--- config.mk ---
export PLATFORM = sky130hd
export DESIGN_NAME = lsu_dmem
export DESIGN_NICKNAME = d
export VERILOG_FILES = /design/src/rtl/lsu_dmem.sv
export SDC_FILE = /design/constraint.sdc
export NUM_CORES = 1
export LEC_CHECK = 0
export CELL_PAD_IN_SITES_DETAIL_PLACEMENT = 1
export CELL_PAD_IN_SITES_GLOBAL_PLACEMENT = 2
export CORE_MARGIN = 2
export CORE_UTILIZATION = 26
export DETAILED_ROUTE_END_ITERATION = 8
export PLACE_DENSITY = 0.91
export SLEW_MARGIN = 0
export SYNTH_ARGS = -nofsm -noshare
export SYNTH_HDL_FRONTEND = slang
export SYNTH_SLANG_ARGS = --single-unit
--- constraint.sdc ---
create_clock -name clk_i -period 2.6 [get_ports clk_i]
set_input_delay 0.39 -clock clk_i [delete_from_list [all_inputs] [get_ports clk_i]]
set_output_delay 0.39 -clock clk_i [all_outputs]
set_load 0.1 [all_outputs]
--- src/rtl/lsu_dmem.sv ---
// -----------------------------------------------------------------------------
// lsu_dmem: load/store unit front end for a single-ported data memory.
//
// Accepts one core load/store at a time, checks it for legality, drives a
// word-aligned memory request with byte enables and lane-positioned write
// data, then returns the sign/zero-extended load result in a one-cycle
// response state.
//
// Optional feature macro: LSU_TIMEOUT_EN
//   When defined, a watchdog aborts a BUSY access that has waited
//   TIMEOUT_CYCLES cycles without mem_ready_i and reports it as a fault.
//   When undefined, BUSY waits for mem_ready_i indefinitely.
//
// Ports
//   clk_i, rst_ni     clock, asynchronous active-low reset
//   core_req_i        core requests an access (held while core_stall_o=1)
//   core_we_i         1 = store, 0 = load
//   core_size_i[2:0]  000 B, 001 H, 010 W, 100 BU, 101 HU
//   core_addr_i[31:0] byte address
//   core_wd_i[31:0]   right-aligned store data
//   core_rd_o[31:0]   registered, extended load result
//   core_stall_o      core must hold its request while 1
//   core_fault_o      access fault, only asserted in RESP
//   mem_req_o         memory request (BUSY only)
//   mem_we_o          memory write enable
//   mem_be_o[3:0]     byte enables (0000 for loads)
//   mem_addr_o[31:0]  word-aligned address
//   mem_wd_o[31:0]    lane-replicated write data
//   mem_rd_i[31:0]    memory read word
//   mem_ready_i       memory completes the current request this cycle
// -----------------------------------------------------------------------------
module lsu_dmem #(
    parameter int DMEM_BYTES     = 512,
    parameter int TIMEOUT_CYCLES = 16
) (
    input  logic        clk_i,
    input  logic        rst_ni,
    input  logic        core_req_i,
    input  logic        core_we_i,
    input  logic [2:0]  core_size_i,
    input  logic [31:0] core_addr_i,
    input  logic [31:0] core_wd_i,
    output logic [31:0] core_rd_o,
    output logic        core_stall_o,
    output logic        core_fault_o,
    output logic        mem_req_o,
    output logic        mem_we_o,
    output logic [3:0]  mem_be_o,
    output logic [31:0] mem_addr_o,
    output logic [31:0] mem_wd_o,
    input  logic [31:0] mem_rd_i,
    input  logic        mem_ready_i
);

    typedef enum logic [1:0] {IDLE, BUSY, RESP} state_t;

    state_t      state_q, state_d;
    logic        we_q;
    logic [2:0]  size_q;
    logic [31:0] addr_q;
    logic [31:0] wd_q;
    logic        fault_q;
    logic [31:0] rd_q;

    // ---------------------------------------------------------------
    // Legality of the incoming request (evaluated only in IDLE)
    // ---------------------------------------------------------------
    logic [2:0]  nbytes;
    logic [32:0] end_addr;   // one bit wider so addr+bytes cannot wrap
    logic        size_ok, align_ok, range_ok, req_legal;

    always_comb begin
        nbytes   = 3'd1;
        size_ok  = 1'b1;
        align_ok = 1'b1;
        case (core_size_i)
            3'b000, 3'b100: nbytes = 3'd1;
            3'b001, 3'b101: begin
                nbytes   = 3'd2;
                align_ok = ~core_addr_i[0];
            end
            3'b010: begin
                nbytes   = 3'd4;
                align_ok = (core_addr_i[1:0] == 2'b00);
            end
            default: size_ok = 1'b0;
        endcase
        // unsigned variants only make sense for loads
        if (core_we_i && core_size_i[2])
            size_ok = 1'b0;
        end_addr  = {1'b0, core_addr_i} + 33'(nbytes);
        range_ok  = (end_addr <= 33'(DMEM_BYTES));
        req_legal = size_ok & align_ok & range_ok;
    end

    // ---------------------------------------------------------------
    // Optional watchdog
    // ---------------------------------------------------------------
    logic timeout;
`ifdef LSU_TIMEOUT_EN
    localparam int WD_W = $clog2(TIMEOUT_CYCLES + 1);
    logic [WD_W-1:0] wdog_q;

    // Fires on the BUSY cycle whose increment would reach the limit;
    // a ready on that same cycle wins.
    assign timeout = (state_q == BUSY) && !mem_ready_i &&
                     (wdog_q == WD_W'(TIMEOUT_CYCLES - 1));

    always_ff @(posedge clk_i or negedge rst_ni) begin
        if (!rst_ni)
            wdog_q <= '0;
        else if (state_q != BUSY)
            wdog_q <= '0;
        else if (!mem_ready_i)
            wdog_q <= wdog_q + 1'b1;
    end
`else
    logic unused_timeout_cfg;
    assign unused_timeout_cfg = |TIMEOUT_CYCLES;
    assign timeout            = 1'b0;
`endif

    // ---------------------------------------------------------------
    // Load lane extraction from the latched address/size
    // ---------------------------------------------------------------
    logic [31:0] lane_sh;
    logic [31:0] load_data;
    logic        sext;

    assign lane_sh = mem_rd_i >> {addr_q[1:0], 3'b000};
    assign sext    = ~size_q[2];

    always_comb begin
        case (size_q[1:0])
            2'b00:   load_data = {{24{sext & lane_sh[7]}},  lane_sh[7:0]};
            2'b01:   load_data = {{16{sext & lane_sh[15]}}, lane_sh[15:0]};
            default: load_data = mem_rd_i;
        endcase
    end

    // ---------------------------------------------------------------
    // FSM: state register
    // ---------------------------------------------------------------
    always_ff @(posedge clk_i or negedge rst_ni) begin
        if (!rst_ni)
            state_q <= IDLE;
        else
            state_q <= state_d;
    end

    // FSM: next state
    always_comb begin
        state_d = state_q;
        case (state_q)
            IDLE: if (core_req_i) state_d = req_legal ? BUSY : RESP;
            BUSY: if (mem_ready_i || timeout) state_d = RESP;
            RESP: state_d = IDLE;
            default: state_d = IDLE;
        endcase
    end

    // FSM: outputs
    logic [3:0] be_lane;

    always_comb begin
        case (size_q[1:0])
            2'b00:   be_lane = 4'b0001 << addr_q[1:0];
            2'b01:   be_lane = 4'b0011 << addr_q[1:0];
            default: be_lane = 4'b1111;
        endcase
        mem_req_o = 1'b0;
        mem_we_o  = 1'b0;
        mem_be_o  = 4'b0000;
        if (state_q == BUSY) begin
            mem_req_o = 1'b1;
            mem_we_o  = we_q;
            mem_be_o  = we_q ? be_lane : 4'b0000;
        end
    end

    always_comb begin
        case (size_q[1:0])
            2'b00:   mem_wd_o = {4{wd_q[7:0]}};
            2'b01:   mem_wd_o = {2{wd_q[15:0]}};
            default: mem_wd_o = wd_q;
        endcase
    end

    assign mem_addr_o   = {addr_q[31:2], 2'b00};
    assign core_rd_o    = rd_q;
    assign core_fault_o = (state_q == RESP) && fault_q;
    assign core_stall_o = core_req_i && (state_q != RESP);

    // ---------------------------------------------------------------
    // Request latch, fault flag and load result
    // ---------------------------------------------------------------
    always_ff @(posedge clk_i or negedge rst_ni) begin
        if (!rst_ni) begin
            we_q    <= 1'b0;
            size_q  <= 3'b000;
            addr_q  <= '0;
            wd_q    <= '0;
            fault_q <= 1'b0;
            rd_q    <= '0;
        end else begin
            case (state_q)
                IDLE: if (core_req_i) begin
                    we_q    <= core_we_i;
                    size_q  <= core_size_i;
                    addr_q  <= core_addr_i;
                    wd_q    <= core_wd_i;
                    fault_q <= ~req_legal;
                    // a rejected load returns zero; a rejected store leaves the result alone
                    if (!req_legal && !core_we_i)
                        rd_q <= '0;
                end
                BUSY: if (mem_ready_i) begin
                    fault_q <= 1'b0;
                    if (!we_q)
                        rd_q <= load_data;
                end else if (timeout) begin
                    fault_q <= 1'b1;
                    rd_q    <= '0;
                end
                default: ;
            endcase
        end
    end

endmodule

After elaboration in Yosys (flattened, before gate mapping)
Index checks and enable logic that the tools add are counted.
Widths: inputs -> output; s select.
{ "word_totals": {"regBits": 103, "inputBits": 104, "word_cells": 71} }
{ "op_classes": {"muxes": 23, "n_addsub": 1, "reduce_logical": 17, "n_bitwise": 7, "n_shift": 3, "n_eq_ne": 12, "n_lt_le_gt_ge": 1} }
{ "op_table": {"columns": ["operator", "count"], "rows": [
  ["$pmux 32 s2", 3],
  ["$mux 32", 4],
  ["$add 32x3->33", 1],
  ["$le 33x10->1 const B", 1],
  ["$shr 32x5->16", 1],
  ["$ne 2x2->1 const B", 5],
  ["$mux 4", 2],
  ["$pmux 4 s2", 1],
  ["$eq 3x3->1 const B", 2],
  ["$logic_not 2->1", 3],
  ["$mux 1", 6],
  ["$mux 2", 3],
  ["$pmux 3 s2", 1],
  ["$reduce_and 5->1", 1],
  ["$reduce_or 5->1", 1],
  ["$and 1x1->1", 4],
  ["$eq 2x1->1 const B", 2],
  ["$logic_and 1x1->1", 4],
  ["$pmux 1 s2", 2],
  ["$pmux 2 s2", 1],
  ["$reduce_and 2->1", 2],
  ["$shl 1x2->4 const A", 1],
  ["$shl 2x2->4 const A", 1],
  ["$eq 3x1->1 const B", 1],
  ["other kinds (8)", 11]
]} }

Logic depth before layout (Yosys ltp)
Gate-level depths: netlist of the first run.
{ "logic_depth": {"word_depth": 11, "depth_mapped": 14, "depth_no_buf": 13} }

Worst setup path after synthesis of the first run
Ideal clock, no wire load.
{ "synth_path": {"path_kind": "reg2out", "start": "register state_q[0]", "end": "output mem_be_o[1]", "path_buffers": 0, "slack_ps": -1482, "path_stages_with_launch": 5, "t_arrival_ps": 3692, "cell_sequence": "dfrtp_1 > inv_1 > nor2_1 > nand2_1 > a21oi_1"} }
{ "synth_between": {"elab_chain_len": 2} }
{ "synth_rtl": {"columns": ["item", "line_no", "source"], "rows": [
  ["from (decl)", "57", "state_t state_q, state_d;"],
  ["from (signal assigned)", "148", "state_q <= state_d;"],
  ["$eq 2x1->1", "174", "if (state_q == BUSY) begin"],
  ["$mux 4", "174", null],
  ["to (decl)", "48", "output logic [3:0] mem_be_o,"]
]} }
No other way between the ends.

Worst setup path in the final report of the first run
{ "layout_path": {"start": "input core_addr_i[5]", "end": "register rd_q[21] (netlist: core_rd_o[21])"} }
{ "layout_between": {"elab_chain_len": 7} }
{ "layout_rtl": {"columns": ["item", "line_no", "source"], "rows": [
  ["from (decl)", "41", "input logic [31:0] core_addr_i,"],
  ["$add 32x3->33", "91", "end_addr = {1'b0, core_addr_i} + 33'(nbytes);"],
  ["$le 33x10->1", "92", "range_ok = (end_addr <= 33'(DMEM_BYTES));"],
  ["$and 1x1->1", "93", "req_legal = size_ok & align_ok & range_ok;"],
  ["$logic_not 1->1", "214", "if (!req_legal && !core_we_i)"],
  ["$logic_and 1x1->1", "214", null],
  ["$ne 2x2->1 (no line)", null, null],
  ["$reduce_and 5->1 (no line)", null, null],
  ["to (signal assigned)", "220", "rd_q <= load_data;"],
  ["to (decl)", "63", "logic [31:0] rd_q;"]
]} }
No other way between the ends.
A chain may end at the register's enable or synchronous reset.

==> impl_metrics.py, run 1 <==
metrics = {
    "run_status": {
        "status": "finished, violations left",
        "violations": "setup timing",
    },
    "floorplanning": {
        "dieWidth_um": 157.7,
        "rows": 56,
        "ioPinCount": 208,
        "fp.dieArea_um2": 24880,
        "start_util_pct": 26.34,
        "fp.dieH_um": 157.7,
        "coreArea_um2": 23330,
    },
    "logic_synthesis": {
        "synthTopCellsByCount": "225 x nand2_1, 103 x dfrtp_1, 43 x inv_1, 43 x o21ai_0, 40 x buf_4",
        "synth_warnings": 0,
        "synthDominantCellAreaShare_pct": 41.94,
        "synthFlopType": "dfrtp_1",
        "yosys.area.top_type": "dfrtp_1",
        "yosysMostFrequentCell": "nand2_1",
        "synth_seq_cells": 103,
        "postSynthCellCount": 744,
        "yosysUniqueCellTypes": 58,
        "synthesis.area_um2": 6146,
        "synth_edf_count": 0,
        "synthTopCellsByArea": "dfrtp_1 42%, nand2_1 14%, buf_4 4.9%",
        "synth_area_per_cell_um2": 8.261,
        "async_flop_share_pct": 100.0,
        "yosysSeqAreaShare_pct": 41.94,
    },
    "grt": {
        "grt_max_degree": 66,
        "grt.total_usage_pct": 18.68,
        "grt_pass1_wl_mm": 36.25,
        "antenna_found_initial": 0,
        "grt_pass1_vias": 6636,
        "grt_remaining_overflow": 0,
    },
    "clock_network": {
        "cts_buffers": 9,
        "clk_latency_ns": 0.36,
        "clk_pin_slew_ns": 0.08,
        "clockBufferDepth": 2,
        "cts_root_buffer": "clkbuf_16",
        "tritoncts": "yes",
        "clock_sinks": 103,
        "cts_max_level": 3,
    },
    "worst_hold_path": {
        "holdPathStages": 4,
        "worstHoldPathType": "input pin to register",
    },
    "sta": {
        "report.final.slew_viol_count": 0,
        "relSlewSlack_pct": 55.90,
        "finalWorstSetupSlack_ns": -0.4134,
        "tightest_slew_ns": 0.6591,
        "hold_violations": 0,
        "grt_setup_unrepaired": "yes",
        "hold_slack_ns": 0.3396,
        "setup_viol": 35,
        "fin_skew_ns": 0.009021,
        "timing.fmax_mhz": 331.9,
        "fin_crit_ns": 3.013,
        "fin_crit_sh_pct": 115.9,
        "timing.setup.tns_ns": -12.45,
    },
    "critical_path": {
        "endpoint_kind": "register",
        "setup.worst_path.start_class": "input pin",
        "cp.arrival_ns": 3.24,
        "r2r_cells": 9,
        "cp_data_required_time_ns": 2.83,
        "crit_fanout": 8,
        "worstSetupPathType": "input pin to register",
    },
    "routing": {
        "vias": 6218,
        "drt_first_pass_iters": 6,
        "routed_wl_mm": 23.26,
        "ant_nets": 0,
        "avgRoutedWirePerCell_um": 17.70,
        "drc": 0,
        "routed_via_density": 4.732,
        "drtIter0Drc": 263,
    },
    "final_layout": {
        "fillCellCount": 2737,
        "area_growth_pct": 58.65,
        "drive_above_1_share_pct": 32.56,
        "layout.nets": 1098,
        "antennaDiodeCount": 0,
        "design_area_um2": 9751,
    },
    "power_and_ir_drop": {
        "p_seq_share_pct": 29.8,
        "swShare_pct": 45.07,
        "combPwrFrac_pct": 46.7,
        "power_density_nw_per_um2": 650.0,
        "p_leak_uw": 0.004556,
        "vdd_drop_max_uv": 385.3,
        "switchingPower_uw": 2856,
        "clkPwrFrac_pct": 23.5,
        "p_int_uw": 3482,
    },
    "placement": {
        "dpl_cell_area_um2": 9119,
        "dp_worst_setup_slack_ns": -1.377,
        "dp_hpwl_mm": 17.21,
        "io_buffers": 205,
        "globalplace.congestion": 0.8442,
    },
    "run": {
        "maxCapViolCount": 0,
    },
}
routing by layer:
layer | vias up | track usage (%) | wire (um)
li1 | 2950 | - | -
met1 | 3053 | 23.31 | 9753
met2 | 189 | 32.36 | 11480
met3 | 26 | 4.517 | 1659
met4 | 0 | 4.632 | 365
met5 | - | 0 | 0
power by group through the flow:
stage / registers [uW] / clock network, uW / logic [uW]
floorplan: 1860 / 0 / 2000
finish: 1890 / 1490 / 2960
detailed placement: 1920 / 0 / 2920
global route: 1910 / 1600 / 3100
global placement: 1910 / 0 / 2890
CTS: 1890 / 1540 / 2970
worst paths after layout:
kind,slack [ns],to,start
max,-0.41,core_rd_o[21]$_DFFE_PN0P_,core_addr_i[5]
min,0.34,size_q[2]$_DFFE_PN0P_,core_size_i[2]
max reg2reg,0.42,core_rd_o[21]$_DFFE_PN0P_,addr_q[1]$_DFFE_PN0P_
min reg2reg,0.48,wd_q[22]$_DFFE_PN0P_,wd_q[22]$_DFFE_PN0P_
max in group asynchronous,1.37,size_q[1]$_DFFE_PN0P_,rst_ni
min in group asynchronous,0.55,wd_q[14]$_DFFE_PN0P_,rst_ni
logic make-up (layout without fill, tap and decap cells):
logic type | after synthesis | count (layout) | synth area share [%]
and+or+nand+nor | 332 | 332 | 23.33
AOI/OAI and AO/OA | 139 | 139 | 15.70
buffers and inverters | 118 | 368 | 10.02
DFF | 103 | 103 | 41.94
muxes | 38 | 38 | 6.738
xor gates and xnor gates | 9 | 9 | 1.282
adders and majority gates | 4 | 4 | 0.9366
other | 1 | 2 | 0.06102
stage by stage:
| step | cells | utilization (%) | power [uW] |
|---|---|---|---|
| finish | 1314 | 41.79 | 6338 |
| global placement | 1287 | 39.08 | 4802 |
| floorplan | 745 | - | 3854 |
| global route | 1314 | 41.79 | 6615 |
| CTS | 1313 | 41.40 | 6401 |
| detailed placement | 1287 | 39.08 | 4840 |
timing repair:
item / 4_1_cts / 5_1_grt
hold buffers: 1 / 0
resized for setup: 39 / 16
cloned: 3 / 0
endpoints found under the hold margin: 6 / 0
setup buffers: 6 / 1
setup endpoints to repair: 35 / 35
pin swaps: 13 / 6
sequential cells by signal (all words and copies together) (netlist names):
register and flops:
wd_q 32, state_q 2, fault_q 1, we_q 1, addr_q 32, core_rd_o 32
size_q 3
cell usage in the layout, fill, tap and decap left out, types with 18 or more instances in the layout:
cell,instances
a21oi_1,18
buf_12,34
buf_4,166
clkdlybuf4s50_1,96
dfrtp_1,102
inv_1,43
mux2i_1,20
nand2_1,223
nor2_1,33
o21ai_0,33
o21ai_2,36
final cells by class:
| class | count | area, um2 | share of cell area (%) |
|---|---|---|---|
| clock buffer | 9 | 225.2 | 2.310 |
| clock inverter | 7 | 90.09 | 0.9239 |
| inverter | 43 | 161.4 | 1.655 |
| multi-input combinational | 524 | 3211 | 32.93 |
| sequential | 103 | 2579 | 26.45 |
| tap | 319 | 399.1 | 4.093 |
| timing repair buffer | 309 | 3085 | 31.64 |
critical path, cell delays in order:
cell and delay (ns):
clkdlybuf4s50_1 0.51, nand3_2 0.10, or4_4 0.58, nor4_4 0.22
mux2_2 0.39, a21oi_2 0.14, nor4_2 0.07, buf_4 0.15
a211oi_4 0.30, buf_6 0.18, buf_12 0.15, o21ai_4 0.06
Power figures use the tool's default switching activity.
==> inputs of run 2 (changes only) <==
--- a/config.mk
+++ b/config.mk
@@ -8,9 +8,9 @@
 export CELL_PAD_IN_SITES_DETAIL_PLACEMENT = 1
 export CELL_PAD_IN_SITES_GLOBAL_PLACEMENT = 2
 export CORE_MARGIN = 2
-export CORE_UTILIZATION = 26
+export CORE_UTILIZATION = 28
 export DETAILED_ROUTE_END_ITERATION = 8
-export PLACE_DENSITY = 0.91
+export PLACE_DENSITY = 0.95
 export SLEW_MARGIN = 0
 export SYNTH_ARGS = -nofsm -noshare
 export SYNTH_HDL_FRONTEND = slang
==> constraint.sdc (replaced) <==
create_clock -name clk_i -period 3.9 [get_ports clk_i]
set_input_delay 0.585 -clock clk_i [delete_from_list [all_inputs] [get_ports clk_i]]
set_output_delay 0.585 -clock clk_i [all_outputs]
set_load 0.1 [all_outputs]
==> impl_metrics.py, run 2 (synthesized netlist as in run 1, its figures left out) <==
metrics = {
    "run_status": {
        "status": "complete, no violations",
    },
    "critical_path": {
        "cp.arrival_ns": 4.00,
        "setup.worst_path.start_class": "input pin",
        "cp_data_required_time_ns": 4.18,
        "endpoint_kind": "register",
        "worstSetupPathType": "input pin to register",
        "crit_fanout": 16,
    },
    "floorplanning": {
        "ioPinCount": 208,
        "fp.dieArea_um2": 23150,
        "fp.dieH_um": 152.2,
        "dieWidth_um": 152.2,
        "rows": 54,
        "start_util_pct": 28.34,
        "coreArea_um2": 21690,
    },
    "sta": {
        "relSlewSlack_pct": 30.44,
        "hold_violations": 0,
        "fin_crit_sh_pct": 95.39,
        "report.final.slew_viol_count": 0,
        "timing.fmax_mhz": 268.8,
        "fin_crit_ns": 3.720,
        "grt_setup_unrepaired": "no",
        "hold_slack_ns": 0.2772,
        "timing.setup.tns_ns": 0,
        "fin_skew_ns": 0.01305,
        "tightest_slew_ns": 1.040,
        "setup_viol": 0,
    },
    "clock_network": {
        "cts_root_buffer": "clkbuf_16",
        "clk_pin_slew_ns": 0.09,
        "cts_max_level": 3,
        "clk_latency_ns": 0.36,
        "tritoncts": "yes",
        "cts_hold_buf": 0,
        "clock_sinks": 103,
        "cts_buffers": 9,
        "clockBufferDepth": 2,
    },
    "grt": {
        "grt_pass1_wl_mm": 34.26,
        "antenna_found_initial": 0,
        "grt_max_degree": 55,
        "grt.total_usage_pct": 18.38,
        "grt_pass1_vias": 6276,
        "grt_remaining_overflow": 0,
    },
    "routing": {
        "drc": 0,
        "drt_first_pass_iters": 4,
        "vias": 5836,
        "ant_nets": 0,
        "drtIter0Drc": 160,
        "routed_wl_mm": 21.22,
        "routed_via_density": 4.859,
        "avgRoutedWirePerCell_um": 17.67,
    },
    "final_layout": {
        "antennaDiodeCount": 0,
        "utilization_pct": 40.20,
        "layout.nets": 1024,
        "mostFrequentLayoutCell": "nand2_1",
        "drive_above_1_share_pct": 15.53,
        "final_cell_mix": "224 x nand2_1, 173 x clkdlybuf4s50_1, 103 x dfrtp_1, 51 x buf_4",
        "area_growth_pct": 41.88,
        "fillCellCount": 2539,
    },
    "power_and_ir_drop": {
        "power_density_nw_per_um2": 458.0,
        "vdd_drop_max_uv": 204.3,
        "p_leak_uw": 0.003890,
    },
    "placement": {
        "globalplace.congestion": 0.8682,
        "io_buffers": 205,
        "dp_hpwl_mm": 16.18,
    },
    "run": {
        "maxCapViolCount": 0,
    },
    "worst_hold_path": {
        "worstHoldPathType": "input pin to asynchronous set/reset pin",
    },
}
[run 2: cell count changes in the layout (fill, tap and decap cells not counted), moves of 6 or more]
cell / before / now
buf_12: 34 / 11
buf_4: 166 / 51
clkdlybuf4s50_1: 96 / 173
nor2_1: 33 / 39
o21ai_0: 33 / 43
o21ai_2: 36 / 29
[run 2: through the flow]
step,setup slack (ns),instance area [um2],power [uW],std cells
2_1_floorplan,-0.3774,6150,2544,745
3_3_place_gp,-0.09076,8392,3020,1185
3_5_place_dp,-0.3116,8392,3040,1185
4_1_cts,0.04748,8705,4043,1201
5_1_grt,0.005892,8720,4165,1201
6_report,0.1797,8720,3993,1201
[run 2: final timing paths]
path	start	to	slack, ns	depth (start not counted)
max in group asynchronous	rst_ni	wd_q[6]$_DFFE_PN0P_	2.82	2
max	core_size_i[0]	core_rd_o[1]$_DFFE_PN0P_	0.18	16
max reg2reg	addr_q[1]$_DFFE_PN0P_	core_rd_o[30]$_DFFE_PN0P_	1.28	8
min reg2reg	wd_q[21]$_DFFE_PN0P_	wd_q[21]$_DFFE_PN0P_	0.48	2
min in group clk_i	wd_q[21]$_DFFE_PN0P_	wd_q[21]$_DFFE_PN0P_	0.48	2
min	rst_ni	core_rd_o[2]$_DFFE_PN0P_	0.28	1
[run 2: final cells by class]
cell class | count | area (um2) | share of cell area, %
multi-input cells | 524 | 2983 | 34.21
flip-flops and latches | 103 | 2577 | 29.56
repair buffers | 235 | 2335 | 26.78
well taps | 280 | 350.3 | 4.018
clock buffers | 9 | 225.2 | 2.583
inverters | 43 | 161.4 | 1.851
clock inverters | 7 | 87.58 | 1.004
[run 2: critical path, cell delays in order]
cell and delay, ns:
clkdlybuf4s50_1 0.49, nor2_1 0.06, and2_1 0.16, nor2_1 0.11, ha_1 0.19, fa_1 0.22
a21oi_2 0.09, or3_1 0.34, buf_4 0.16, o31ai_2 0.26, nand4_1 0.12, or4_4 0.56
nor3_4 0.16, a211oi_4 0.11, buf_12 0.20, o21ai_0 0.17
[run 2: repair_timing]
action | CTS | global route
resized for setup | 0 | 3
buffers inserted | 0 | 0
endpoints found under the setup margin | 0 | 32
[run 2: per-layer routing]
layer	vias up	wire length, um	GRT usage, %
met5	-	0	0
met4	0	317	5.029
met3	21	1329	4.352
met2	168	10360	31.70
met1	2850	9215	23.06
li1	2797	-	-
[run 2: power breakdown]
| part | internal [uW] | leakage, uW | switching, uW | total (uW) |
|---|---|---|---|---|
| Sequential | 1170 | 0.00132 | 102 | 1270 |
| Combinational | 489 | 0.00241 | 1250 | 1740 |
| Clock | 514 | 0.000154 | 471 | 985 |
| Total | 2170 | 0.00389 | 1820 | 3990 |
==> inputs of run 3 (changes only) <==
--- a/config.mk
+++ b/config.mk
@@ -7,7 +7,7 @@
 export LEC_CHECK = 0
 export CELL_PAD_IN_SITES_DETAIL_PLACEMENT = 1
 export CELL_PAD_IN_SITES_GLOBAL_PLACEMENT = 2
-export CORE_MARGIN = 2
+export CORE_MARGIN = 3
 export CORE_UTILIZATION = 28
 export DETAILED_ROUTE_END_ITERATION = 8
 export PLACE_DENSITY = 0.95
==> impl_metrics.py, run 3 (synthesized netlist as in run 1, its figures left out) <==
metrics = {
    "run_status": {
        "status": "complete, no violations",
    },
    "floorplanning": {
        "rows": 53,
        "fp.dieH_um": 154.2,
        "fp.dieArea_um2": 23760,
        "coreArea_um2": 21290,
        "ioPinCount": 208,
        "start_util_pct": 28.87,
        "dieWidth_um": 154.2,
    },
    "sta": {
        "tightest_slew_ns": 1.142,
        "finalWorstSetupSlack_ns": 0.1841,
        "fin_crit_sh_pct": 95.28,
        "timing.fmax_mhz": 269.1,
        "report.final.slew_viol_count": 0,
        "fin_skew_ns": 0.01489,
        "setup_viol": 0,
        "hold_violations": 0,
        "relSlewSlack_pct": 23.86,
        "grt_setup_unrepaired": "no",
        "fin_crit_ns": 3.716,
    },
    "placement": {
        "dpl_cell_area_um2": 8403,
        "io_buffers": 205,
        "globalplace.congestion": 0.8660,
        "dp_hpwl_mm": 16.29,
        "dp_worst_setup_slack_ns": -0.2405,
    },
    "critical_path": {
        "endpoint_kind": "register",
        "cp_data_required_time_ns": 4.18,
        "crit_fanout": 17,
        "cp.arrival_ns": 3.99,
        "worstSetupPathType": "input pin to register",
        "setup.worst_path.start_class": "input pin",
    },
    "final_layout": {
        "mostFrequentLayoutCell": "nand2_1",
        "layout.nets": 1028,
        "design_area_um2": 8755,
        "fillCellCount": 2536,
        "drive_above_1_share_pct": 16.22,
        "utilization_pct": 41.13,
        "antennaDiodeCount": 0,
        "final_cell_mix": "224 x nand2_1, 173 x clkdlybuf4s50_1, 103 x dfrtp_1, 56 x buf_4",
        "area_growth_pct": 42.45,
    },
    "clock_network": {
        "clk_latency_ns": 0.36,
        "postCtsSetupBuffers": 0,
        "clock_sinks": 103,
        "cts_buffers": 9,
        "tritoncts": "yes",
        "cts_root_buffer": "clkbuf_16",
        "clockBufferDepth": 2,
        "cts_max_level": 3,
        "clk_pin_slew_ns": 0.09,
    },
    "power_and_ir_drop": {
        "p_leak_uw": 0.003914,
        "fin_total_pwr_uw": 4001,
        "vdd_drop_max_uv": 221.2,
        "power_density_nw_per_um2": 457.0,
    },
    "routing": {
        "drc": 0,
        "ant_nets": 0,
        "drtIter0Drc": 186,
        "avgRoutedWirePerCell_um": 17.88,
        "routed_wl_mm": 21.46,
        "routed_via_density": 4.887,
        "vias": 5864,
        "drt_first_pass_iters": 4,
    },
    "grt": {
        "grt_pass1_vias": 6154,
        "grt_pass1_wl_mm": 33.89,
        "grt_remaining_overflow": 0,
        "antenna_found_initial": 0,
        "grt.total_usage_pct": 17.60,
        "grt_max_degree": 85,
    },
    "worst_hold_path": {
        "worstHoldPathType": "input pin to asynchronous set/reset pin",
    },
    "run": {
        "maxCapViolCount": 0,
    },
}
==> run 3: routing by layer <==
| metal | global-route usage, % | wire length [um] | up-vias |
|---|---|---|---|
| met2 | 30.01 | 10520 | 190 |
| met1 | 22.29 | 9126 | 2856 |
| met3 | 5.460 | 1618 | 11 |
| met4 | 2.986 | 192 | 0 |
| li1 | - | - | 2807 |
| met5 | 0 | 0 | - |
==> run 3: worst paths after layout <==
check | startpoint | end | slack, ns | depth (start not counted)
min reg2reg | addr_q[11]$_DFFE_PN0P_ | addr_q[11]$_DFFE_PN0P_ | 0.48 | 2
max | core_size_i[0] | core_rd_o[1]$_DFFE_PN0P_ | 0.18 | 16
min in group clk_i | addr_q[11]$_DFFE_PN0P_ | addr_q[11]$_DFFE_PN0P_ | 0.48 | 2
max in group asynchronous | rst_ni | addr_q[22]$_DFFE_PN0P_ | 2.52 | 2
min | rst_ni | wd_q[31]$_DFFE_PN0P_ | 0.44 | 1
max reg2reg | addr_q[0]$_DFFE_PN0P_ | core_rd_o[25]$_DFFE_PN0P_ | 1.34 | 8
==> run 3: through the flow <==
stage          hold slack (ns)  cells  setup TNS (ns)
4_1_cts                 0.4808   1200               0
3_3_place_gp            0.4534   1184          -2.985
2_1_floorplan           0.2894    745          -1.095
3_5_place_dp            0.4597   1184          -5.994
5_1_grt                 0.5036   1200               0
6_report                0.4421   1200               0
==> run 3: cell type report <==
class / instances / area [um2] / area share [%]
repair buffers: 239 / 2352 / 26.87
clock buffers: 9 / 225.2 / 2.573
inverters: 43 / 161.4 / 1.844
flip-flops and latches: 103 / 2577 / 29.44
multi-input cells: 524 / 2998 / 34.24
well taps: 275 / 344.1 / 3.930
clock inverters: 7 / 96.34 / 1.100
==> run 3: repair_timing <==
item	CTS	global route
gates resized for setup	0	6
hold buffers	0	0
setup endpoints to repair	0	4
==> run 3: report_power, final <==
part | internal, uW | leakage (uW) | total (uW) | switching (uW)
sequential | 1170 | 0.00132 | 1270 | 106
clock | 520 | 0.000155 | 984 | 464
combinational | 490 | 0.00244 | 1740 | 1250
total | 2180 | 0.00391 | 4000 | 1820
==> run 3: critical path, stage by stage <==
cell and delay, ns:
clkdlybuf4s50_1 0.50, nor2_1 0.06, and2_1 0.16, nor2_1 0.10, ha_2 0.20, fa_2 0.21, a21oi_2 0.10, or3_4 0.36
buf_4 0.15, o31ai_1 0.18, nand4_1 0.13, or4_4 0.53, nor3_2 0.24, a211oi_4 0.12, buf_12 0.19, o21ai_0 0.16
